<file path="src/rtl/fp_alu_pipe.sv">
// Pipelined floating-point ALU: add/sub/mul on a configurable float format plus raw bitwise ops.
// Four register slices (unpack, compute, normalise, output) advance together under valid/ready flow control.
module fp_alu_pipe #(
    parameter int EXP_W = 8,
    parameter int MAN_W = 23,
    parameter int TAG_W = 4
) (
    input  logic                   clk,
    input  logic                   rst_n,
    input  logic                   in_valid,
    output logic                   in_ready,
    input  logic [2:0]             in_op,
    input  logic [EXP_W+MAN_W:0]   in_a,
    input  logic [EXP_W+MAN_W:0]   in_b,
    input  logic [TAG_W-1:0]       in_tag,
    output logic                   out_valid,
    input  logic                   out_ready,
    output logic [EXP_W+MAN_W:0]   out_data,
    output logic [TAG_W-1:0]       out_tag,
    output logic                   out_nv,
    output logic                   out_of,
    output logic                   out_uf
);
    localparam int W    = 1 + EXP_W + MAN_W;
    localparam int F    = MAN_W + 1;
    localparam int R    = 2 * F;
    localparam int EW   = EXP_W + $clog2(R) + 2;
    localparam int LZW  = $clog2(R + 1);
    localparam int BIAS = (1 << (EXP_W - 1)) - 1;

    localparam logic [2:0] OP_ADD = 3'b000, OP_SUB = 3'b001, OP_MUL = 3'b011,
                           OP_AND = 3'b100, OP_OR  = 3'b101, OP_NOT = 3'b110;
    localparam logic [W-1:0] QNAN = {1'b0, {EXP_W{1'b1}}, 1'b1, {(MAN_W-1){1'b0}}};
    localparam logic signed [EW-1:0] E_MAX = EW'((1 << EXP_W) - 1);
    localparam logic signed [EW-1:0] E_ONE = EW'(1);

    function automatic logic [LZW-1:0] lzc(input logic [R-1:0] v);
        logic [LZW-1:0] n;
        n = LZW'(R);
        for (int i = 0; i < R; i++)
            if (v[i]) n = LZW'(R - 1 - i);
        return n;
    endfunction

    logic advance;
    assign advance  = !out_valid || out_ready;
    assign in_ready = rst_n && advance;

    // unpack and special-case classification
    logic             sa, sb_eff, a_zero, b_zero, a_inf, b_inf, a_nan, b_nan, mul_sign;
    logic [EXP_W-1:0] ea, eb;
    logic             sp;
    logic [W-1:0]     sp_data;
    logic             sp_nv;

    assign sa       = in_a[W-1];
    assign ea       = in_a[W-2:MAN_W];
    assign eb       = in_b[W-2:MAN_W];
    assign sb_eff   = in_b[W-1] ^ (in_op == OP_SUB);
    assign mul_sign = sa ^ in_b[W-1];
    assign a_zero   = (ea == '0);
    assign b_zero   = (eb == '0);
    assign a_inf    = (&ea) && (in_a[MAN_W-1:0] == '0);
    assign b_inf    = (&eb) && (in_b[MAN_W-1:0] == '0);
    assign a_nan    = (&ea) && (in_a[MAN_W-1:0] != '0);
    assign b_nan    = (&eb) && (in_b[MAN_W-1:0] != '0);

    always_comb begin
        sp      = 1'b1;
        sp_data = QNAN;
        sp_nv   = 1'b0;
        case (in_op)
            OP_ADD, OP_SUB: begin
                if (a_nan || b_nan || (a_inf && b_inf && (sa != sb_eff))) sp_nv = 1'b1;
                else if (a_inf)             sp_data = in_a;
                else if (b_inf)             sp_data = {sb_eff, in_b[W-2:0]};
                else if (a_zero && b_zero)  sp_data = {sa & sb_eff, {(W-1){1'b0}}};
                else if (b_zero)            sp_data = in_a;
                else if (a_zero)            sp_data = {sb_eff, in_b[W-2:0]};
                else                        sp      = 1'b0;
            end
            OP_MUL: begin
                if (a_nan || b_nan || (a_zero && b_inf) || (a_inf && b_zero)) sp_nv = 1'b1;
                else if (a_inf || b_inf)    sp_data = {mul_sign, {EXP_W{1'b1}}, {MAN_W{1'b0}}};
                else if (a_zero || b_zero)  sp_data = {mul_sign, {(W-1){1'b0}}};
                else                        sp      = 1'b0;
            end
            OP_AND:  sp_data = in_a & in_b;
            OP_OR:   sp_data = in_a | in_b;
            OP_NOT:  sp_data = ~in_a;
            default: sp_nv   = 1'b1;
        endcase
    end

    logic             s1_valid, s1_mul, s1_sp, s1_nv, s1_sa, s1_sb;
    logic [TAG_W-1:0] s1_tag;
    logic [W-1:0]     s1_spd;
    logic [EXP_W-1:0] s1_ea, s1_eb;
    logic [F-1:0]     s1_ma, s1_mb;

    always_ff @(posedge clk or negedge rst_n) begin
        if (!rst_n) begin
            s1_valid <= 1'b0; s1_mul <= 1'b0; s1_sp <= 1'b0; s1_nv <= 1'b0;
            s1_sa <= 1'b0; s1_sb <= 1'b0; s1_tag <= '0; s1_spd <= '0;
            s1_ea <= '0; s1_eb <= '0; s1_ma <= '0; s1_mb <= '0;
        end else if (advance) begin
            s1_valid <= in_valid;
            s1_mul   <= (in_op == OP_MUL);
            s1_sp    <= sp;
            s1_nv    <= sp_nv;
            s1_spd   <= sp_data;
            s1_tag   <= in_tag;
            s1_sa    <= sa;
            s1_sb    <= sb_eff;
            s1_ea    <= ea;
            s1_eb    <= eb;
            s1_ma    <= {1'b1, in_a[MAN_W-1:0]};
            s1_mb    <= {1'b1, in_b[MAN_W-1:0]};
        end
    end

    // compute: aligned add/sub with 3 guard bits, or full product
    logic             a_big, s_big, s_small;
    logic [EXP_W-1:0] e_big, e_small, d;
    logic [F-1:0]     m_big, m_small;
    logic [F+2:0]     sx, s_al, mask;
    logic [F+3:0]     sum;
    logic [R-1:0]     prod;
    logic signed [EW-1:0] e_mul;

    always_comb begin
        a_big   = {s1_ea, s1_ma} >= {s1_eb, s1_mb};
        e_big   = a_big ? s1_ea : s1_eb;
        e_small = a_big ? s1_eb : s1_ea;
        m_big   = a_big ? s1_ma : s1_mb;
        m_small = a_big ? s1_mb : s1_ma;
        s_big   = a_big ? s1_sa : s1_sb;
        s_small = a_big ? s1_sb : s1_sa;
        d       = e_big - e_small;
        sx      = {m_small, 3'b000};
        mask    = ~({(F+3){1'b1}} << d);
        if (32'(d) >= MAN_W + 3) s_al = {{(F+2){1'b0}}, 1'b1};
        else                     s_al = (sx >> d) | {{(F+2){1'b0}}, |(sx & mask)};
        if (s_big == s_small) sum = {1'b0, m_big, 3'b000} + {1'b0, s_al};
        else                  sum = {1'b0, m_big, 3'b000} - {1'b0, s_al};
        prod  = R'(s1_ma) * R'(s1_mb);
        e_mul = EW'(s1_ea) + EW'(s1_eb) - EW'(BIAS);
    end

    logic             s2_valid, s2_sp, s2_nv, s2_sign;
    logic [TAG_W-1:0] s2_tag;
    logic [W-1:0]     s2_spd;
    logic signed [EW-1:0] s2_exp;
    logic [R-1:0]     s2_man;

    // both paths leave the hidden bit at R-2 for exponent s2_exp
    always_ff @(posedge clk or negedge rst_n) begin
        if (!rst_n) begin
            s2_valid <= 1'b0; s2_sp <= 1'b0; s2_nv <= 1'b0; s2_sign <= 1'b0;
            s2_tag <= '0; s2_spd <= '0; s2_exp <= '0; s2_man <= '0;
        end else if (advance) begin
            s2_valid <= s1_valid;
            s2_sp    <= s1_sp;
            s2_nv    <= s1_nv;
            s2_spd   <= s1_spd;
            s2_tag   <= s1_tag;
            s2_sign  <= s1_mul ? (s1_sa ^ s1_sb) : s_big;
            s2_exp   <= s1_mul ? e_mul : EW'(e_big);
            s2_man   <= s1_mul ? prod : {sum, {(R-F-4){1'b0}}};
        end
    end

    logic [LZW-1:0]       lz;
    logic [MAN_W-1:0]     man_n;
    logic signed [EW-1:0] exp_n;

    assign lz    = lzc(s2_man);
    assign man_n = MAN_W'((s2_man << lz) >> (R - 1 - MAN_W));
    assign exp_n = s2_exp + EW'(1) - EW'(lz);

    logic             s3_valid, s3_sp, s3_nv, s3_sign, s3_zero;
    logic [TAG_W-1:0] s3_tag;
    logic [W-1:0]     s3_spd;
    logic signed [EW-1:0] s3_exp;
    logic [MAN_W-1:0] s3_man;

    always_ff @(posedge clk or negedge rst_n) begin
        if (!rst_n) begin
            s3_valid <= 1'b0; s3_sp <= 1'b0; s3_nv <= 1'b0; s3_sign <= 1'b0; s3_zero <= 1'b0;
            s3_tag <= '0; s3_spd <= '0; s3_exp <= '0; s3_man <= '0;
        end else if (advance) begin
            s3_valid <= s2_valid;
            s3_sp    <= s2_sp;
            s3_nv    <= s2_nv;
            s3_spd   <= s2_spd;
            s3_tag   <= s2_tag;
            s3_sign  <= s2_sign;
            s3_zero  <= (s2_man == '0);
            s3_exp   <= exp_n;
            s3_man   <= man_n;
        end
    end

    logic [W-1:0] pk_data;
    logic         pk_nv, pk_of, pk_uf;

    always_comb begin
        pk_data = {s3_sign, s3_exp[EXP_W-1:0], s3_man};
        pk_nv   = 1'b0;
        pk_of   = 1'b0;
        pk_uf   = 1'b0;
        if (s3_sp) begin
            pk_data = s3_spd;
            pk_nv   = s3_nv;
        end else if (s3_zero) begin
            pk_data = '0;
        end else if (s3_exp >= E_MAX) begin
            pk_data = {s3_sign, {EXP_W{1'b1}}, {MAN_W{1'b0}}};
            pk_of   = 1'b1;
        end else if (s3_exp < E_ONE) begin
            pk_data = {s3_sign, {(W-1){1'b0}}};
            pk_uf   = 1'b1;
        end
    end

    always_ff @(posedge clk or negedge rst_n) begin
        if (!rst_n) begin
            out_valid <= 1'b0; out_data <= '0; out_tag <= '0;
            out_nv <= 1'b0; out_of <= 1'b0; out_uf <= 1'b0;
        end else if (advance) begin
            out_valid <= s3_valid;
            out_data  <= pk_data;
            out_tag   <= s3_tag;
            out_nv    <= pk_nv;
            out_of    <= pk_of;
            out_uf    <= pk_uf;
        end
    end
endmodule

</file>
<file path="config.mk">
export PLATFORM = sky130hd
export DESIGN_NAME = fp_alu_pipe
export DESIGN_NICKNAME = d
export VERILOG_FILES = /design/src/rtl/fp_alu_pipe.sv
export SDC_FILE = /design/constraint.sdc
export NUM_CORES = 2
export LEC_CHECK = 0
export BUFFER_PORTS_ARGS = -buffer_cell sky130_fd_sc_hd__buf_2
export CAP_MARGIN = 20
export CORE_MARGIN = 2
export CORE_UTILIZATION = 25
export CTS_BUF_LIST = sky130_fd_sc_hd__clkbuf_4 sky130_fd_sc_hd__clkbuf_8
export CTS_CLUSTER_SIZE = 40
export DETAILED_ROUTE_END_ITERATION = 8
export GPL_TIMING_DRIVEN = 1
export HOLD_SLACK_MARGIN = 0.12
export PLACE_DENSITY_LB_ADDON = 0.2
export SYNTH_ARGS = -nofsm -noshare
export SYNTH_HDL_FRONTEND = slang
export SYNTH_SLANG_ARGS = --single-unit
</file>
<file path="constraint.sdc">
create_clock -name clk -period 10.8 [get_ports clk]
set_input_delay 1.08 -clock clk [delete_from_list [all_inputs] [get_ports clk]]
set_output_delay 1.08 -clock clk [all_outputs]
set_load 0.005 [all_outputs]
</file>
Word level (Yosys, flattened, before mapping)
Index checks and enable logic that the tools add are counted.
W data, S select, Z words.
Storage, ports and cells
  register bits: 330
  input bits: 75
Cells by class
  equal/unequal tests: 7
  magnitude comparators: 4
  bitwise logic cells: 10
  $add $sub $neg: 7
  shift-type cells: 3
  multiplexer cells: 94
  $mul: 1
  reductions and logical operators: 31
Operator list (number)
  $mux W32: 11
  $mux W6: 47
  $pmux W32 S5: 1
  $mux W31: 2
  $logic_not A48 Y1: 1
  $mul A24 B24 Y48: 1
  $mux W24: 2
  $mux W48: 1
  $shl A48 B6 Y47: 1
  $logic_not A23 Y1: 2
  $reduce_bool A23 Y1: 2
  $and A32 B32 Y32: 1
  $ge A32 B32 Y1: 1
  $not A32 Y32: 1
  $or A32 B32 Y32: 1
  $add A27 B27 Y28: 1
  $mux W28: 1
  $sub A27 B27 Y28: 1
  $and A27 B27 Y27: 1
  $mux W27: 1
  $not A27 Y27: 1
  $or A27 B1 Y27: 1
  $reduce_or A27 Y1: 1
  $shl A27 B8 Y27 const A: 1
  30 further kinds: 73

Depth between registers and ports, before layout
  depth after elaboration: 49
  depth in mapped cells: 48

Worst setup path before layout
OpenSTA, ideal clock, no wires.
  kind: register to register
  start point: reg s1_ma[0]
  end point: reg s2_man[47]
  setup time: 0.124 ns
  stages on the path, launching flop included: 49
  clock period less this slack: 9.213 ns
  arrival: 9.090 ns
  required time: 10.676 ns
  path slack: 1.587 ns
  cell sequence: dfrtp_1 -> clkbuf_1 -> inv_1 -> clkbuf_1 -> ha_1 -> nand2b_1 -> a2111oi_2 -> o32ai_2 -> o21a_4 -> nor2_1 -> buf_6 -> clkbuf_1 -> clkbuf_1 -> clkbuf_1 -> a31oi_1 -> ha_1 -> nand2_1 -> o21ai_0 -> [... 13 more ...] -> nand2b_1 -> a21o_1 -> a21oi_1 -> o21a_1 -> o21a_1 -> o21bai_1 -> a21oi_1 -> o21bai_1 -> a221oi_1 -> a211o_1 -> a311o_1 -> o311ai_0 -> nor4_1 -> a2111oi_0 -> o41ai_1 -> a31oi_1 -> nor2_1 -> o31a_1
On the way
  longest elaborated chain between the ends: 12
  elaborated cells on any way between the ends: 22
  classes of those cells: add/sub: 3; mul: 1; order compare: 2; eq/ne: 1; shift: 2; mux: 9; bitwise: 3; reduce/logical: 1
Ends and longest elaborated chain
  start, declared: line 99  | logic [F-1:0] s1_ma, s1_mb;
  start signal, assigned: line 117  | s1_ma <= {1'b1, in_a[MAN_W-1:0]};
  $ge A32 B32 Y1: line 132  | a_big = {s1_ea, s1_ma} >= {s1_eb, s1_mb};
  $mux W8, on equally long branches: line 133, 134
  $sub A8 B8 Y8: line 139  | d = e_big - e_small;
  $shl A27 B8 Y27: line 141  | mask = ~({(F+3){1'b1}} << d);
  $not A27 Y27: line 141
  $and A27 B27 Y27: line 143  | else s_al = (sx >> d) | {{(F+2){1'b0}}, |(sx & mask)};
  $reduce_or A27 Y1: line 143
  $or A27 B1 Y27: line 143
  $mux W27: line 142  | if (32'(d) >= MAN_W + 3) s_al = {{(F+2){1'b0}}, 1'b1};
  $sub A27 B27 Y28 or $add A27 B27 Y28 (tied branches): line 145, 144
  $mux W28: line 144  | if (s_big == s_small) sum = {1'b0, m_big, 3'b000} + {1'b0, s_al};
  $mux W48 (*): line 169  | s2_man <= s1_mul ? prod : {sum, {(R-F-4){1'b0}}};
  end signal, assigned: line 169
  end, declared: line 154  | logic [R-1:0] s2_man;
Mark *: on every way between the ends. The rest lies on a longest branch, timed or not.
A chain may end at the register's enable or synchronous reset.

Worst setup path in the final report
  start point: reg s1_mb[13]
  end point: reg s2_man[47]
On the way
  longest elaborated chain between the ends: 12
  elaborated cells on any way between the ends: 22
  classes of those cells: add/sub: 3; mul: 1; order compare: 2; eq/ne: 1; shift: 2; mux: 9; bitwise: 3; reduce/logical: 1
Ends and longest elaborated chain
  start, declared: line 99
  start signal, assigned: line 118  | s1_mb <= {1'b1, in_b[MAN_W-1:0]};
  $ge A32 B32 Y1: line 132
  $mux W8, on equally long branches: line 133, 134
  $sub A8 B8 Y8: line 139
  $shl A27 B8 Y27: line 141
  $not A27 Y27: line 141
  $and A27 B27 Y27: line 143
  $reduce_or A27 Y1: line 143
  $or A27 B1 Y27: line 143
  $mux W27: line 142
  $sub A27 B27 Y28 or $add A27 B27 Y28 (tied branches): line 145, 144
  $mux W28: line 144
  $mux W48 (*): line 169
Marks and branches as above.

==> run metrics <==
max_cap viols 0; Die Area ~170,000 um^2; hpwl dp around 120 mm; # Post-CTS Setup Buffers 0; critical path fanouts, max 26; num rows around 150; Post-CTS Resized 0; Post-DRT Antenna Nets 0; Die Span Y a little over 400 um; Vias ~37k; reg2reg setup slack between 1000 and 1500 ps; Total GRT Usage about a fifth; gpl congestion a little over 0.9; layout cells sized above 1 7.796%; Clk pin slew, worst setup/hold paths roughly 60 ps; Synthesis Warnings 0; XOR/XNOR Fraction of Synth Area 1.590%; Data required, critical path roughly 11,000 ps; Num CTS Buffers 60; CTS tree built; top post-synthesis cells by area fa_1 (23%), dfrtp_1 (19%), nand2_1 (9.7%); RR Endpoint s2_man[47]$_DFFE_PN0N_; Clock Sinks between 300 and 400; setup_tns 0 ps; DR iter-0 viols around 2.8k; DIE WIDTH 415.9 um; post-synthesis adder-cell area fraction roughly 32%; FILL cells about 19k; compound-cell area share of the yosys netlist between 15 and 20%; Synth Instances ~5.2k; status complete, no violations; Hold-fix buffers, CTS 0; sequential area share after synthesis 19.05%; skew final approximately 55 ps; Avg Cell Area, Syn between 8 and 9 um^2; DRC 0; Crit-path slowest cell or4_1; CP Class reg2reg; ys async rst share 100.0%; area share of the largest cell type after synthesis between 20% and 30%; Arr. time, crit path around 10,000 ps; main combinational cell family by area after synthesis adder cells; # setup viols final 0; Worst slew margin roughly 16%; Post-synth EDFFs 0; r2r startpoint s1_mb[13]$_DFFE_PN0N_; CTS Root Cell clkbuf_8; Yosys cell types between 80 and 90; wirelength, routed around 160 mm; Worst setup EP type flop; Final #Nets around 6.0k; syn nets roughly 6k; Core ar. 168,900 um^2; Top FF cell, synth dfrtp_1; max-slew violations 0; Layout area overhead 10.14%; Max H-tree Level 2; Port Buffers 115; DRT Pass-1 Iters 5; RSZ-0062 raised after global routing no; number of synthesized register bits 323; Final period util ~90%; initial antenna violation count 5; Post-Syn Area roughly 42,000 um^2; number of global-route vias before repair 37.56k; CP peak stage delay between 500 and 600 ps; largest net degree at the start of global routing approximately 190; reg2reg path depth 38; worst slew pin tran roughly 1200 ps; Synth area leader fa_1; CP Launch Type flop; CTS max path bufs 3; Synth Area in Simple Gates 19.43%; vias per inst around 5; Fmax between 100 and 150 MHz; grt total ovfl 0; DR WL/cell 21.98 um; io pins between 100 and 150; min Tclk post-route between 9000 and 10,000 ps; mux share of post-synthesis cell area just under 4%; Final Hold Fails 0; Starting Density between 20% and 30%; wire length of the first global-routing pass between 200 and 250 mm; Worst-Skew Late Latency approximately 750 ps; min-delay worst type in2async; most frequent CP cell ha_1
cell usage after synthesis (7+ instances only):
cell,n
xor2_1,27
mux4_2,11
nor2b_1,21
o21ai_0,293
a21boi_0,12
or4_1,7
a21o_1,44
nor4_1,40
mux2_2,18
and3_1,22
and4_1,8
o21bai_1,20
fa_1,485
ha_1,311
buf_1,21
nor3_1,45
mux2i_1,121
o221ai_1,17
a221oi_1,41
a31oi_1,34
nand4_1,24
a22o_1,30
a21oi_1,244
a311oi_1,9
a211oi_1,32
or2_2,20
dfrtp_1,323
or3_1,12
o211ai_1,28
o311ai_0,8
xnor2_1,50
a22oi_1,45
o22a_1,9
nand2_1,1091
clkbuf_1,294
and2_1,176
a211o_1,7
nand3_1,63
inv_1,637
o21a_1,21
a221o_1,8
o22ai_1,18
o31ai_1,19
nand2b_1,22
nor2_1,321
layer usage:
layer,GRT usage [%],part of all wire (%)
met1,26.05,46
met5,0,0
met3,2.056,4.7
met2,30.40,46
met4,4.863,2.7
worst max-delay path: cells and delay by family (launching register included):
family / cells / cell delay [ps]
AND/OR/NAND/NOR: 7 / 1260
multiplexers: 2 / 750
buffers and inverters: 4 / 960
flip-flops: 1 / 320
adder cells (fa/ha/maj): 4 / 1420
AO/OA/AOI/OAI: 21 / 4730
placed cells by master, fill, tap and decap left out, drive strengths merged, types with 10 or more instances in the layout:
master / n
a211oi: 32
a21boi: 12
a21o: 44
a21oi: 245
a221oi: 41
a22o: 30
a22oi: 45
a31oi: 34
and2: 176
and3: 22
buf: 212
clkbuf: 94
clkinv: 10
dfrtp: 323
fa: 485
ha: 311
inv: 640
mux2: 19
mux2i: 121
mux4: 11
nand2: 1091
nand2b: 22
nand3: 63
nand4: 24
nor2: 321
nor2b: 21
nor3: 46
nor4: 41
o211ai: 28
o21a: 22
o21ai: 297
o21bai: 20
o221ai: 17
o22ai: 18
o31ai: 19
or2: 20
or3: 13
xnor2: 50
xor2: 27
worst max path at each step:
stage               cells past startpoint                     end                   from  slack, ps
finish                                 38  s2_man[47]$_DFFE_PN0N_  s1_mb[13]$_DFFE_PN0N_       1250
global route                           38  s2_man[47]$_DFFE_PN0N_  s1_mb[13]$_DFFE_PN0N_        680
CTS                                    30  s2_man[46]$_DFFE_PN0N_   s1_mb[3]$_DFFE_PN0N_       1340
detailed placement                     30  s2_man[46]$_DFFE_PN0N_   s1_mb[3]$_DFFE_PN0N_       1380
global placement                       30  s2_man[46]$_DFFE_PN0N_   s1_mb[3]$_DFFE_PN0N_       1490
floorplan                              48  s2_man[47]$_DFFE_PN0N_   s1_ma[0]$_DFFE_PN0N_       1590
per-stage QoR:
step | setup slack [ps] | instance area, um^2 | hold slack [ps] | utilization, % | std cells
finish | 1247 | 46720 | 302.1 | 27.66 | 7428
CTS | 1340 | 46700 | 302.0 | 27.65 | 7424
global placement | 1493 | 45370 | 444.5 | 26.86 | 7318
global route | 681.4 | 46720 | 339.4 | 27.66 | 7427
detailed placement | 1377 | 45370 | 455.2 | 26.86 | 7319
floorplan | 1587 | 42420 | 430.0 | - | 5214
logic make-up after synthesis:
kind of cell / count (synthesis)
adder cells (fa/ha/maj): 796
buffers and inverters: 965
AO/OA/AOI/OAI: 1011
multiplexers: 151
XOR/XNOR: 77
AND/OR/NAND/NOR: 1891
flip-flops: 323
area by class of cell:
type	count	area [um^2]	share of cell area, %
clock buffer	92	1166	2.496
multi-input combinational	3926	30760	65.83
inverter	640	2402	5.141
timing repair buffer	214	1364	2.919
sequential	323	8090	17.31
antenna	2	5.005	0.01071
tap	2218	2775	5.939
clock inverter	13	165.2	0.3535
flip-flops by register name, summed over array words and instances (netlist names), 8 cells and up:
name / flops
s1_ea: 8
s1_mb: 23
s2_man: 48
s3_man: 23
s1_eb: 8
s1_spd: 32
s1_ma: 24
out_data: 32
s2_spd: 32
s2_exp: 10
s3_exp: 16
s3_spd: 32
Power is not shown: default switching activity piles up to over one toggle a cycle in this logic, so the estimate is an artifact.
